===== src/rtl/ibex_counter_bank.sv =====
// Memory-mapped bank of event counters with CTRL/OVF registers on the counter req/gnt/rvalid bus.
// Optional shadow snapshot registers enabled by defining IBEX_COUNTER_BANK_SNAPSHOT_EN.
module ibex_counter_bank #(
  parameter int unsigned NUM_COUNTERS = 8,
  parameter int unsigned COUNTER_W    = 32,
  parameter logic [31:0] BASE_ADDR    = 32'h0000_0000
) (
  input  logic                    clk_i,
  input  logic                    rst_i,
  input  logic                    counter_req_i,
  output logic                    counter_gnt_o,
  output logic                    counter_rvalid_o,
  input  logic                    counter_we_i,
  input  logic [31:0]             counter_addr_i,
  input  logic [31:0]             counter_wdata_i,
  output logic [31:0]             counter_rdata_o,
  output logic                    counter_err_o,
  input  logic [NUM_COUNTERS-1:0] event_i
);

  localparam int unsigned DATA_W = 32;

  logic [DATA_W-1:0]                         off;
  logic                                      ctrl_hit;
  logic                                      ovf_hit;
  logic                                      snap_hit;
  logic [NUM_COUNTERS-1:0]                   cnt_hit;
  logic                                      dec_err;
  logic                                      wr_en;
  logic [DATA_W-1:0]                         rd_val;

  logic [NUM_COUNTERS-1:0]                   ctrl_q, ctrl_d;
  logic [NUM_COUNTERS-1:0]                   ovf_q, ovf_d;
  logic [NUM_COUNTERS-1:0]                   wrap;
  logic [NUM_COUNTERS-1:0][COUNTER_W-1:0]    cnt_q, cnt_d;

  logic                                      rvalid_q;
  logic                                      err_q;
  logic [DATA_W-1:0]                         rdata_q;

  // Always ready: grant mirrors the request.
  assign counter_gnt_o    = counter_req_i;
  assign counter_rvalid_o = rvalid_q;
  assign counter_rdata_o  = rdata_q;
  assign counter_err_o    = err_q;

  // Address decode relative to the window base.
  always_comb begin
    off      = counter_addr_i - BASE_ADDR;
    ctrl_hit = (off == 32'h0000_0000);
    ovf_hit  = (off == 32'h0000_0004);
`ifdef IBEX_COUNTER_BANK_SNAPSHOT_EN
    snap_hit = (off == 32'h0000_0008);
`else
    snap_hit = 1'b0;
`endif
    for (int i = 0; i < int'(NUM_COUNTERS); i++) begin
      cnt_hit[i] = (off == 32'(32'h10 + 32'(4 * i)));
    end
    dec_err = (counter_addr_i[1:0] != 2'b00) ||
              !(ctrl_hit || ovf_hit || snap_hit || (|cnt_hit));
    wr_en   = counter_req_i && counter_we_i && !dec_err;
  end

`ifdef IBEX_COUNTER_BANK_SNAPSHOT_EN
  logic [NUM_COUNTERS-1:0][COUNTER_W-1:0] shd_q, shd_d;

  // Snapshot copies pre-increment live values; counter writes land in both copies.
  always_comb begin
    shd_d = shd_q;
    for (int i = 0; i < int'(NUM_COUNTERS); i++) begin
      if (wr_en && snap_hit) begin
        shd_d[i] = cnt_q[i];
      end
      if (wr_en && cnt_hit[i]) begin
        shd_d[i] = counter_wdata_i[COUNTER_W-1:0];
      end
    end
  end

  always_ff @(posedge clk_i or posedge rst_i) begin
    if (rst_i) begin
      shd_q <= '0;
    end else begin
      shd_q <= shd_d;
    end
  end
`endif

  // Read mux reflects register state of the grant cycle.
  always_comb begin
    rd_val = '0;
    if (ctrl_hit) begin
      rd_val = DATA_W'(ctrl_q);
    end
    if (ovf_hit) begin
      rd_val = DATA_W'(ovf_q);
    end
    for (int i = 0; i < int'(NUM_COUNTERS); i++) begin
      if (cnt_hit[i]) begin
`ifdef IBEX_COUNTER_BANK_SNAPSHOT_EN
        rd_val = DATA_W'(shd_q[i]);
`else
        rd_val = DATA_W'(cnt_q[i]);
`endif
      end
    end
  end

  // Bus writes win over same-cycle increments; a new wrap wins over W1C.
  always_comb begin
    ctrl_d = ctrl_q;
    ovf_d  = ovf_q;
    wrap   = '0;
    cnt_d  = cnt_q;
    for (int i = 0; i < int'(NUM_COUNTERS); i++) begin
      if (wr_en && cnt_hit[i]) begin
        cnt_d[i] = counter_wdata_i[COUNTER_W-1:0];
      end else if (event_i[i] && ctrl_q[i]) begin
        cnt_d[i] = cnt_q[i] + COUNTER_W'(1);
        wrap[i]  = &cnt_q[i];
      end
    end
    if (wr_en && ctrl_hit) begin
      ctrl_d = counter_wdata_i[NUM_COUNTERS-1:0];
    end
    if (wr_en && ovf_hit) begin
      ovf_d = ovf_q & ~counter_wdata_i[NUM_COUNTERS-1:0];
    end
    ovf_d = ovf_d | wrap;
  end

  always_ff @(posedge clk_i or posedge rst_i) begin
    if (rst_i) begin
      ctrl_q <= '0;
      ovf_q  <= '0;
      cnt_q  <= '0;
    end else begin
      ctrl_q <= ctrl_d;
      ovf_q  <= ovf_d;
      cnt_q  <= cnt_d;
    end
  end

  // One response per grant; rdata/err hold between responses.
  always_ff @(posedge clk_i or posedge rst_i) begin
    if (rst_i) begin
      rvalid_q <= 1'b0;
      err_q    <= 1'b0;
      rdata_q  <= '0;
    end else begin
      rvalid_q <= counter_req_i;
      if (counter_req_i) begin
        err_q   <= dec_err;
        rdata_q <= (dec_err || counter_we_i) ? '0 : rd_val;
      end
    end
  end

endmodule


===== config.mk =====
export PLATFORM = sky130hd
export DESIGN_NAME = ibex_counter_bank
export DESIGN_NICKNAME = d
export VERILOG_FILES = /design/src/rtl/ibex_counter_bank.sv
export SDC_FILE = /design/constraint.sdc
export NUM_CORES = 1
export LEC_CHECK = 0
export BUFFER_PORTS_ARGS = -buffer_cell sky130_fd_sc_hd__buf_2
export CELL_PAD_IN_SITES_DETAIL_PLACEMENT = 1
export CELL_PAD_IN_SITES_GLOBAL_PLACEMENT = 2
export CORE_MARGIN = 2
export CORE_UTILIZATION = 41
export DETAILED_ROUTE_END_ITERATION = 12
export GPL_TIMING_DRIVEN = 0
export PLACE_DENSITY = 0.95
export SLEW_MARGIN = 0
export SYNTH_ARGS = -nofsm -noshare
export SYNTH_HDL_FRONTEND = slang
export SYNTH_SLANG_ARGS = --single-unit

===== constraint.sdc =====
create_clock -name clk_i -period 28.8 [get_ports clk_i]
set_input_delay 5.76 -clock clk_i [delete_from_list [all_inputs] [get_ports clk_i]]
set_output_delay 5.76 -clock clk_i [all_outputs]
set_load 0.01 [all_outputs]

==> flow_summary_export.csv <==
group,metric,value,unit
synthesis,yosysMostFrequentCell,"nor2_1",
global_routing,grt_overflow,0,
floorplan,initial_core_util,0.415,
worst_setup_path,timing.rr.start,"cnt_q[160]",
detailed_routing,drtIter0Drc,1941,
worst_setup_path,start_kind,"input port",
power_and_ir_drop,power.share.sequential,0.448,
cts,post_cts_buffers,0,
sta,rsz0062_at_grt,"no",
detailed_routing,vias_per_cell,6.28,
sta,final.setup.worst_slack,16620,ps
hold_path,hold_start,"counter_err_o",
power_and_ir_drop,power_density,46.2,mW/mm2
place,dp_hpwl,59.1,mm
cells_and_area,area_growth,13.2,%
synthesis,yosysSeqAreaShare,0.417,
floorplan,core,0.0442,mm2
power_and_ir_drop,clkPwrFrac,0.510,
worst_setup_path,crit_chain,"buf_2 -> buf_4 -> buf_2",
cts,cts-buffers-inserted,38,
place,place_area,0.0195,mm2
synthesis,synth_fp_nets,2230,
power_and_ir_drop,p_leak,8.76,nW
worst_setup_path,cp.required,23040,ps
synthesis,synthTopCellsByArea,"dfrtp_1 (42%), a21oi_1 (7.3%), nor2_1 (6.8%), xor2_1 (6.3%), xnor2_1 (5.5%)",
place,gp_congestion,0.989,
global_routing,track_usage,0.332,
floorplan,io_pins,111,
run_status,outcome,"complete, no violations",
global_routing,grt_first_pass_wirelength,117,mm
sta,post-route-period-util,0.423,
global_routing,first_global_vias,18544,
power_and_ir_drop,power.total,0.960,mW
place,preCtsSetupSlack,16620,ps
power_and_ir_drop,switching_power,0.241,mW
sta,tightest_slew,1300,ps
power_and_ir_drop,p_comb_frac,0.042,
cts,cts_max_path_buffers,3,
run,drv_cap,0,
cells_and_area,instances_no_fill,2883,
detailed_routing,vias,18096,
cells_and_area,nFillCells,5229,
cells_and_area,num_antenna_cells,0,
global_routing,grt_antenna_before_repair,0,
sta,slew_violations,0,
global_routing,grt_max_degree,119,
worst_setup_path,crit_arrival,6420,ps
cells_and_area,drive_gt1_frac,0.0956,
worst_setup_path,worstPathMaxFanout,10,
detailed_routing,routed_wl,77.5,mm
worst_setup_path,worst_path_most_repeated_cell,"buf_2",
cells_and_area,regArea,0.00766,mm2
detailed_routing,drc_errors,0,
cells_and_area,fin_area,0.0208,mm2
sta,max_freq,0.0821,GHz
cts,htree_levels,2,
power_and_ir_drop,sw_frac_of_total,0.251,
sta,timing.slew.headroom,0.109,
synthesis,synth.avg_cell_area,8.55,um2
worst_setup_path,cp-end-kind,"primary output",
cells_and_area,multi_input_area,0.00989,mm2
synthesis,synth-edff-count,0,
floorplan,row_count,77,
sta,report.final.setup_viol,0,
worst_setup_path,r2r_slack,25740,ps
worst_setup_path,slowest_delay,360,ps
synthesis,yosysWarnings,0,
cts,root_buffer,"clkbuf_16",
detailed_routing,avgRoutedWirePerCell,26.9,um
sta,hold_violations,0,
synthesis,syn_area,0.0183,mm2
synthesis,synthArstFlopShare,1.00,
synthesis,synthCells,2146,
worst_setup_path,cp_slowest_cell,"buf_2",
worst_setup_path,worstSetupPathType,"in -> out",
detailed_routing,antenna_left,0,
hold_path,holdCritPathClass,"reg -> reg",
place,portBuffers,74,
sta,finClkSkew,36.7,ps
power_and_ir_drop,ir_drop,0.0370,mV
synthesis,synth.distinct_cells,67,
floorplan,dieArea,0.0464,mm2
sta,setup_tns,0,ps
power_and_ir_drop,p_int,0.719,mW
place,dp.cells,2815,
cts,cts_tree,"done",
synthesis,synthTopCellsByCount,"nor2_1 (333), dfrtp_1 (306), a21oi_1 (268)",
cells_and_area,layout.nets,2347,
floorplan,die_h,216,um
worst_setup_path,worstSetupStartpoint,"counter_req_i",
synthesis,synth.top_cell.area_share,0.417,
cts,clk_latency,590,ps
synthesis,yosysTopAreaCell,"dfrtp_1",
synthesis,synth-seq-cells,306,
detailed_routing,firstDrtPassIters,6,
cts,path_clk_slew,60,ps
sta,layout_min_cycle_time,12180,ps
floorplan,die_x,216,um
synthesis,ys.flop_type,"dfrtp_1",
cts,cts.sinks,306,
cts,cts_resized,0,
cts,cts_hold_buf,0,
worst max-delay path, delay by kind of cell:
kind | cells | cell delay, ps
buf+inv | 3 | 650
state kept, by name (all words and copies together), names as in the netlist:
signal / cells
cnt_q: 256
counter_rdata_o: 32
ctrl_q: 8
ovf_q: 8
counter_err_o: 1
counter_rvalid_o: 1
routing by layer:
metal  GRT usage  share of wire
met5           0              0
met1       0.442           0.41
met2       0.549           0.47
met4       0.128          0.037
met3      0.0451          0.074
final cells by class:
type | count | share of cell area
multi-input cells | 1640 | 0.476
flip-flops and latches | 306 | 0.369
clock buffers | 56 | 0.0544
well taps | 592 | 0.0357
plain buffers | 147 | 0.0292
repair buffers | 77 | 0.0207
inverters | 53 | 0.00994
clock inverters | 12 | 0.00518
per-stage QoR:
stage / util / hold slack, ps
after detailed placement: 0.442 / 479
after global routing: 0.470 / 539
after global placement: 0.440 / 471
after floorplan: - / 462
final: 0.470 / 492
after CTS: 0.470 / 492
cell families after synthesis:
family                     count (synthesis)  share of synthesized area
muxes                                     30                     0.0192
and+or+nand+nor                          874                      0.240
adders and majority gates                  8                    0.00546
DFF                                      306                      0.417
AOI/OAI and AO/OA                        480                      0.156
xor gates and xnor gates                 248                      0.118
buffers and inverters                    200                     0.0439
layout by cell type, fill, tap and decap left out, types with 35 or more instances in the layout:
cell type / netlist / routed
dfrtp_1: 306 / 306
nand3_1: 90 / 90
xnor2_1: 116 / 116
buf_2: 12 / 87
clkbuf_1: 97 / 105
nand4_1: 96 / 96
inv_1: 53 / 52
clkbuf_16: 0 / 39
nor3_1: 41 / 41
o21ai_0: 55 / 55
a21oi_1: 268 / 268
nor4_1: 35 / 35
nor2_1: 333 / 333
a22oi_1: 37 / 37
xor2_1: 132 / 132
nand2_1: 132 / 132
power groups by stage:
stage          clock network, mW  registers [mW]  logic [mW]
3_3_place_gp                   0           0.438      0.0380
3_5_place_dp                   0           0.438      0.0396
2_1_floorplan                  0           0.438      0.0188
6_report                   0.490           0.430      0.0402
4_1_cts                    0.492           0.430      0.0397
5_1_grt                    0.508           0.430      0.0424
worst paths after layout:
check                                     endpoint  cells after the start
max in group asynchronous                cnt_q[90]                      4
worst max-delay path                 counter_gnt_o                      3
min in group asynchronous       counter_rdata_o[4]                      2
worst min register to register       counter_err_o                      2
worst min-delay path                 counter_err_o                      2
worst max register to register            ovf_q[5]                      7
(Power assumes the default switching activity.)
